==> config.mk <==
export PLATFORM = sky130hd
export DESIGN_NAME = ex_mem_reg
export DESIGN_NICKNAME = d
export VERILOG_FILES = /design/src/rtl/ex_mem_reg.sv
export SDC_FILE = /design/constraint.sdc
export NUM_CORES = 1
export LEC_CHECK = 0
export ABC_AREA = 1
export CAP_MARGIN = 5
export CORE_AREA = 3 3 134 136
export DETAILED_ROUTE_END_ITERATION = 16
export DIE_AREA = 0 0 137 139
export GPL_ROUTABILITY_DRIVEN = 0
export GPL_TIMING_DRIVEN = 0
export PLACE_DENSITY = 0.77
export SLEW_MARGIN = 5
export SYNTH_ARGS = -nofsm -noshare
export SYNTH_HDL_FRONTEND = slang
export SYNTH_SLANG_ARGS = --single-unit
==> constraint.sdc <==
create_clock -name clk -period 1.5 [get_ports clk]
set_input_delay 0.3 -clock clk [delete_from_list [all_inputs] [get_ports clk]]
set_output_delay 0.3 -clock clk [all_outputs]
set_load 0.01 [all_outputs]
==> src/rtl/ex_mem_reg.sv <==
// EX->MEM pipeline register. Also returns the MADD/MSUB accumulator state to EX.
// The {EX, MEM} stall pair selects advance, bubble or hold.
module ex_mem_reg #(
    parameter int DW      = 32,
    parameter int DDW     = 64,
    parameter int AW      = 5,
    parameter int SW      = 6,
    parameter int EX_IDX  = 3,
    parameter int MEM_IDX = 4
) (
    input  logic           clk,
    input  logic           rst_n,
    input  logic [SW-1:0]  stall,
    input  logic [AW-1:0]  ex_desReg_addr,
    input  logic           ex_en_wd,
    input  logic [DW-1:0]  ex_result,
    input  logic           ex_en_hilo,
    input  logic [DW-1:0]  ex_hi,
    input  logic [DW-1:0]  ex_lo,
    input  logic [DDW-1:0] ex_hilo_tmp,
    input  logic [1:0]     ex_count,
    output logic [AW-1:0]  mem_desReg_addr,
    output logic           mem_en_wd,
    output logic [DW-1:0]  mem_result,
    output logic           mem_en_hilo,
    output logic [DW-1:0]  mem_hi,
    output logic [DW-1:0]  mem_lo,
    output logic [DDW-1:0] hilo_tmp_o,
    output logic [1:0]     count_o
);

    typedef enum logic [1:0] {
        MODE_ADVANCE = 2'b00,
        MODE_ILLEGAL = 2'b01,
        MODE_BUBBLE  = 2'b10,
        MODE_HOLD    = 2'b11
    } mode_t;

    mode_t mode;
    logic  unused_stall;

    assign mode         = mode_t'({stall[EX_IDX], stall[MEM_IDX]});
    assign unused_stall = ^stall;

    // Anything other than advance or bubble holds, so the illegal code behaves like a hold.
    always_ff @(posedge clk) begin
        if (!rst_n) begin
            mem_desReg_addr <= '0;
            mem_en_wd       <= 1'b0;
            mem_result      <= '0;
            mem_en_hilo     <= 1'b0;
            mem_hi          <= '0;
            mem_lo          <= '0;
            hilo_tmp_o      <= '0;
            count_o         <= '0;
        end else begin
            case (mode)
                MODE_ADVANCE: begin
                    mem_desReg_addr <= ex_desReg_addr;
                    mem_en_wd       <= ex_en_wd;
                    mem_result      <= ex_result;
                    mem_en_hilo     <= ex_en_hilo;
                    mem_hi          <= ex_hi;
                    mem_lo          <= ex_lo;
                    hilo_tmp_o      <= '0;
                    count_o         <= '0;
                end
                MODE_BUBBLE: begin
                    mem_desReg_addr <= '0;
                    mem_en_wd       <= 1'b0;
                    mem_result      <= '0;
                    mem_en_hilo     <= 1'b0;
                    mem_hi          <= '0;
                    mem_lo          <= '0;
                    hilo_tmp_o      <= ex_hilo_tmp;
                    count_o         <= ex_count;
                end
                default: begin
                end
            endcase
        end
    end

    // The stall controller never stalls MEM while letting EX run.
    illegal_stall_a : assert property (@(posedge clk) rst_n |-> (mode != MODE_ILLEGAL));

endmodule

Yosys cells after proc, flatten, opt, wreduce, memory -nomap -nowiden
Index checks and enable logic that the tools add are counted.
{"block": "word_totals", "reg_bits": 169, "output_inout_bits": 169, "word_cells": 19}
{"block": "op_classes", "n_eq_ne": 1, "muxes": 8, "reduce_logical": 2}
{"cell": "$pmux W32 S2", "count": 3}
{"cell": "$pmux W64 S2", "count": 1}
{"cell": "$pmux W5 S2", "count": 1}
{"cell": "$pmux W1 S2", "count": 2}
{"cell": "$pmux W2 S2", "count": 1}
{"cell": "$eq A2 B2 Y1 const B", "count": 1}
{"cell": "$logic_not A2 Y1", "count": 1}
{"cell": "$reduce_bool A2 Y1", "count": 1}

Depth between registers and ports, before layout
{"block": "logic_depth", "depth_word": 2, "ltp_mapped": 6}

Worst setup path after synthesis
OpenSTA, ideal clock, no wires.
{"block": "synth_timing", "kind": "input to register", "from": "input stall[4]", "to": "register mem_hi[11]", "arrival_ps": 885, "required_time_ps": 1385, "slack_ps": 500, "cell_stages": 6, "path_cell_list": "buf_6 -> inv_4 -> buf_6 -> buf_4 -> o21ai_1 -> nor2_1"}
{"block": "synth_between", "elab_chain_cells": 2, "elab_cells_between_ends": 4, "cone_classes": "eq/ne: 1; mux: 1; reduce/logical: 2"}
{"element": "start, declared", "line_no": "13", "source": "input logic [SW-1:0] stall,"}
{"element": "$eq A2 B2 Y1 / $logic_not A2 Y1 (equally long branches)", "line_no": "57", "source": "case (mode)"}
{"element": "$pmux W32 S2 / $reduce_bool A2 Y1 (equally long branches)"}
{"element": "end signal, assigned", "line_no": "63", "source": "mem_hi <= ex_hi;"}
{"element": "end, declared", "line_no": "26", "source": "output logic [DW-1:0] mem_hi,"}
Parallel ways exist; a longest one is shown, timed or not.
A chain may end at the register's enable or synchronous reset.

Worst setup path in the final report
{"block": "layout_timing", "from": "register hilo_tmp_o[17]", "to": "output hilo_tmp_o[17]"}
{"element": "start, declared", "line_no": "28", "source": "output logic [DDW-1:0] hilo_tmp_o,"}
{"element": "start signal, assigned", "line_no": "75", "source": "hilo_tmp_o <= ex_hilo_tmp;"}
No word-level cell between the ends.

==> impl_metrics.env <==
export IMPL_clkPwrFrac=0.405
export IMPL_p_leak_nw=4.53
export IMPL_internal_power_mw=8.15
export IMPL_seq_area_frac_synth=0.551
export IMPL_clockBufferDepth=2
export IMPL_finish_instance_area_sq_mm=0.0102
export IMPL_layout_drive_gt1_share=0.0774
export IMPL_netlist_instances=752
export IMPL_ys_seq_elements=169
export IMPL_path_delay_family="buffers and inverters"
export IMPL_slew_viol_final=0
export IMPL_status="complete, no violations"
export IMPL_pwr_share_comb=0.151
export IMPL_p_total_mw=10.9
export IMPL_cts_buffers=17
export IMPL_syn_area_sq_mm=0.00614
export IMPL_antenna_cells=0
export IMPL_ir_worst_vdd_mv=0.750
export IMPL_routed_wl_um=22700
export IMPL_ys_types=15
export IMPL_wire_per_inst_um=16.8
export IMPL_clock_latency_ps=420
export IMPL_hold_viol=0
export IMPL_cts_tree="done"
export IMPL_synth_nets=929
export IMPL_clock_fmax_mhz=724
export IMPL_grt_pass1_vias=6441
export IMPL_cts_setup_buffers=0
export IMPL_die_y_um=139
export IMPL_period_share=0.920
export IMPL_ioPinCount=346
export IMPL_cts_max_level=4
export IMPL_viasPerCell=4.89
export IMPL_start_util=0.360
export IMPL_rows=48
export IMPL_cts_repair_resized=169
export IMPL_dpl_hpwl_um=16800
export IMPL_worstPathArrival_ps=1080
export IMPL_grt_overflow=0
export IMPL_clkTransAtPathRegs_ps=70
export IMPL_ant_nets=0
export IMPL_max_stage_delay_ps=340
export IMPL_cp_cell_sequence="dlygate4sd2_1"
export IMPL_core_area_sq_mm=0.0171
export IMPL_setup_viol=0
export IMPL_worst_pin_slew_ps=536
export IMPL_worstPathMaxFanout=2
export IMPL_area_growth_pct=66.3
export IMPL_end_kind="primary output"
export IMPL_grt_max_degree=17
export IMPL_num_vias=6599
export IMPL_switching_power_mw=2.77
export IMPL_yosys_warnings=0
export IMPL_cts_hold_buf=0
export IMPL_final_nets=1288
export IMPL_critPathBufInv=1
export IMPL_clock_sinks=169
export IMPL_rsz0062_at_grt="false"
export IMPL_max_slew_margin=0.642
export IMPL_port_buffers=340
export IMPL_swShare=0.254
export IMPL_grt_antenna_before_repair=0
export IMPL_post_route_drc_count=0
export IMPL_cp_start_kind="register"
export IMPL_grt_pass1_wl_um=34500
export IMPL_whs_ps=359
export IMPL_seq_power_share=0.443
export IMPL_grtUsageTotal=0.230
export IMPL_crit_required_ps=1200
export IMPL_drv_cap=0
export IMPL_power_density_mw_per_mm2=1070
export IMPL_drt_iter0_markers=258
export IMPL_layout_min_cycle_time_ps=1380
export IMPL_crit_path_top_delay_cell="dlygate4sd2_1"
export IMPL_die_x_um=137
export IMPL_dr_pass1_iters=5
export IMPL_place_area_sq_mm=0.00982
export IMPL_clock_root_buffer="clkbuf_16"
export IMPL_holdCritPathClass="in2reg"
export IMPL_critical_path_class="reg2out"
export IMPL_skew_ps=0
export IMPL_syn_area_per_cell_sq_um=8.16
export IMPL_die_area_sq_mm=0.0190
[worst paths after layout]
kind	startpoint	endpoint	slack, ps	cells past startpoint
setup / recovery	hilo_tmp_o[17]	hilo_tmp_o[17]	120	1
hold / removal	stall[4]	count_o[0]	360	4
setup reg to reg	mem_hi[31]	mem_hi[31]	800	2
hold reg to reg	hilo_tmp_o[26]	hilo_tmp_o[26]	450	2
[power groups by stage]
stage               Combinational, mW  Clock, mW  Sequential, mW
global placement                 1.81          0            4.94
floorplan                       0.572          0            5.05
finish                           1.65       4.43            4.84
detailed placement               1.82          0            4.95
global route                     1.80       4.68            4.87
CTS                              1.66       4.51            4.84
[Yosys cell counts]
cell type | n | area, sq um
buf_1 | 2 | 7.51
clkbuf_1 | 18 | 67.6
inv_2 | 1 | 3.75
inv_1 | 1 | 3.75
buf_4 | 8 | 60.1
nand3_1 | 66 | 330
buf_6 | 9 | 101
dfxtp_1 | 169 | 3380
nand2_1 | 66 | 248
inv_4 | 1 | 6.26
o21ai_1 | 44 | 220
a21oi_1 | 169 | 846
o21ai_0 | 59 | 295
buf_2 | 36 | 180
nor2_1 | 103 | 387
[sequential cells by signal, summed over array words and instances, names as in the netlist]
name             cells
mem_desReg_addr      5
mem_hi              32
mem_lo              32
mem_result          32
count_o              2
hilo_tmp_o          64
mem_en_wd            1
mem_en_hilo          1
[kinds of logic after synthesis]
kind of cell           after synthesis  share of synthesized area
AND/OR/NAND/NOR                    235                      0.157
flip-flops                         169                      0.551
AO/OA/AOI/OAI                      272                      0.222
buffers and inverters               76                     0.0701
[per-stage QoR]
stage               setup TNS (ps)  utilization  cells  setup slack, ps
floorplan                        0            -    752              500
global placement            -30240        0.576   1317             -283
detailed placement          -30670        0.576   1317             -296
CTS                              0        0.599   1349             88.2
global route                     0        0.599   1349             45.8
finish                           0        0.599   1349              119
[cell usage in the layout (no fill, tap or decap), types with 18 or more instances in the layout]
master,instances
clkbuf_1,18
nand3_1,66
o21ai_1,44
a21oi_1,169
clkdlybuf4s50_1,171
buf_2,36
o21ai_0,59
nand2_1,66
dlygate4sd2_1,169
dfxtp_1,169
nor2_1,103
[cell type report]
class / count / area (sq um)
Multi-Input combinational cell: 507 / 2330
Tap cell: 225 / 282
Clock buffer: 19 / 453
Sequential cell: 169 / 3380
Timing Repair Buffer: 340 / 3190
Fill cell: 1593 / 6850
Inverter: 3 / 13.8
Clock inverter: 13 / 145
Buffer: 73 / 417
[layer usage]
metal / share of wire / vias to the layer above / global-route usage
li1: - / 3278 / -
met1: 0.39 / 3038 / 0.262
met2: 0.49 / 238 / 0.393
met3: 0.086 / 45 / 0.0766
met4: 0.029 / 0 / 0.0882
met5: 0 / - / 0
No activity file was read; power rests on OpenSTA's default activity.
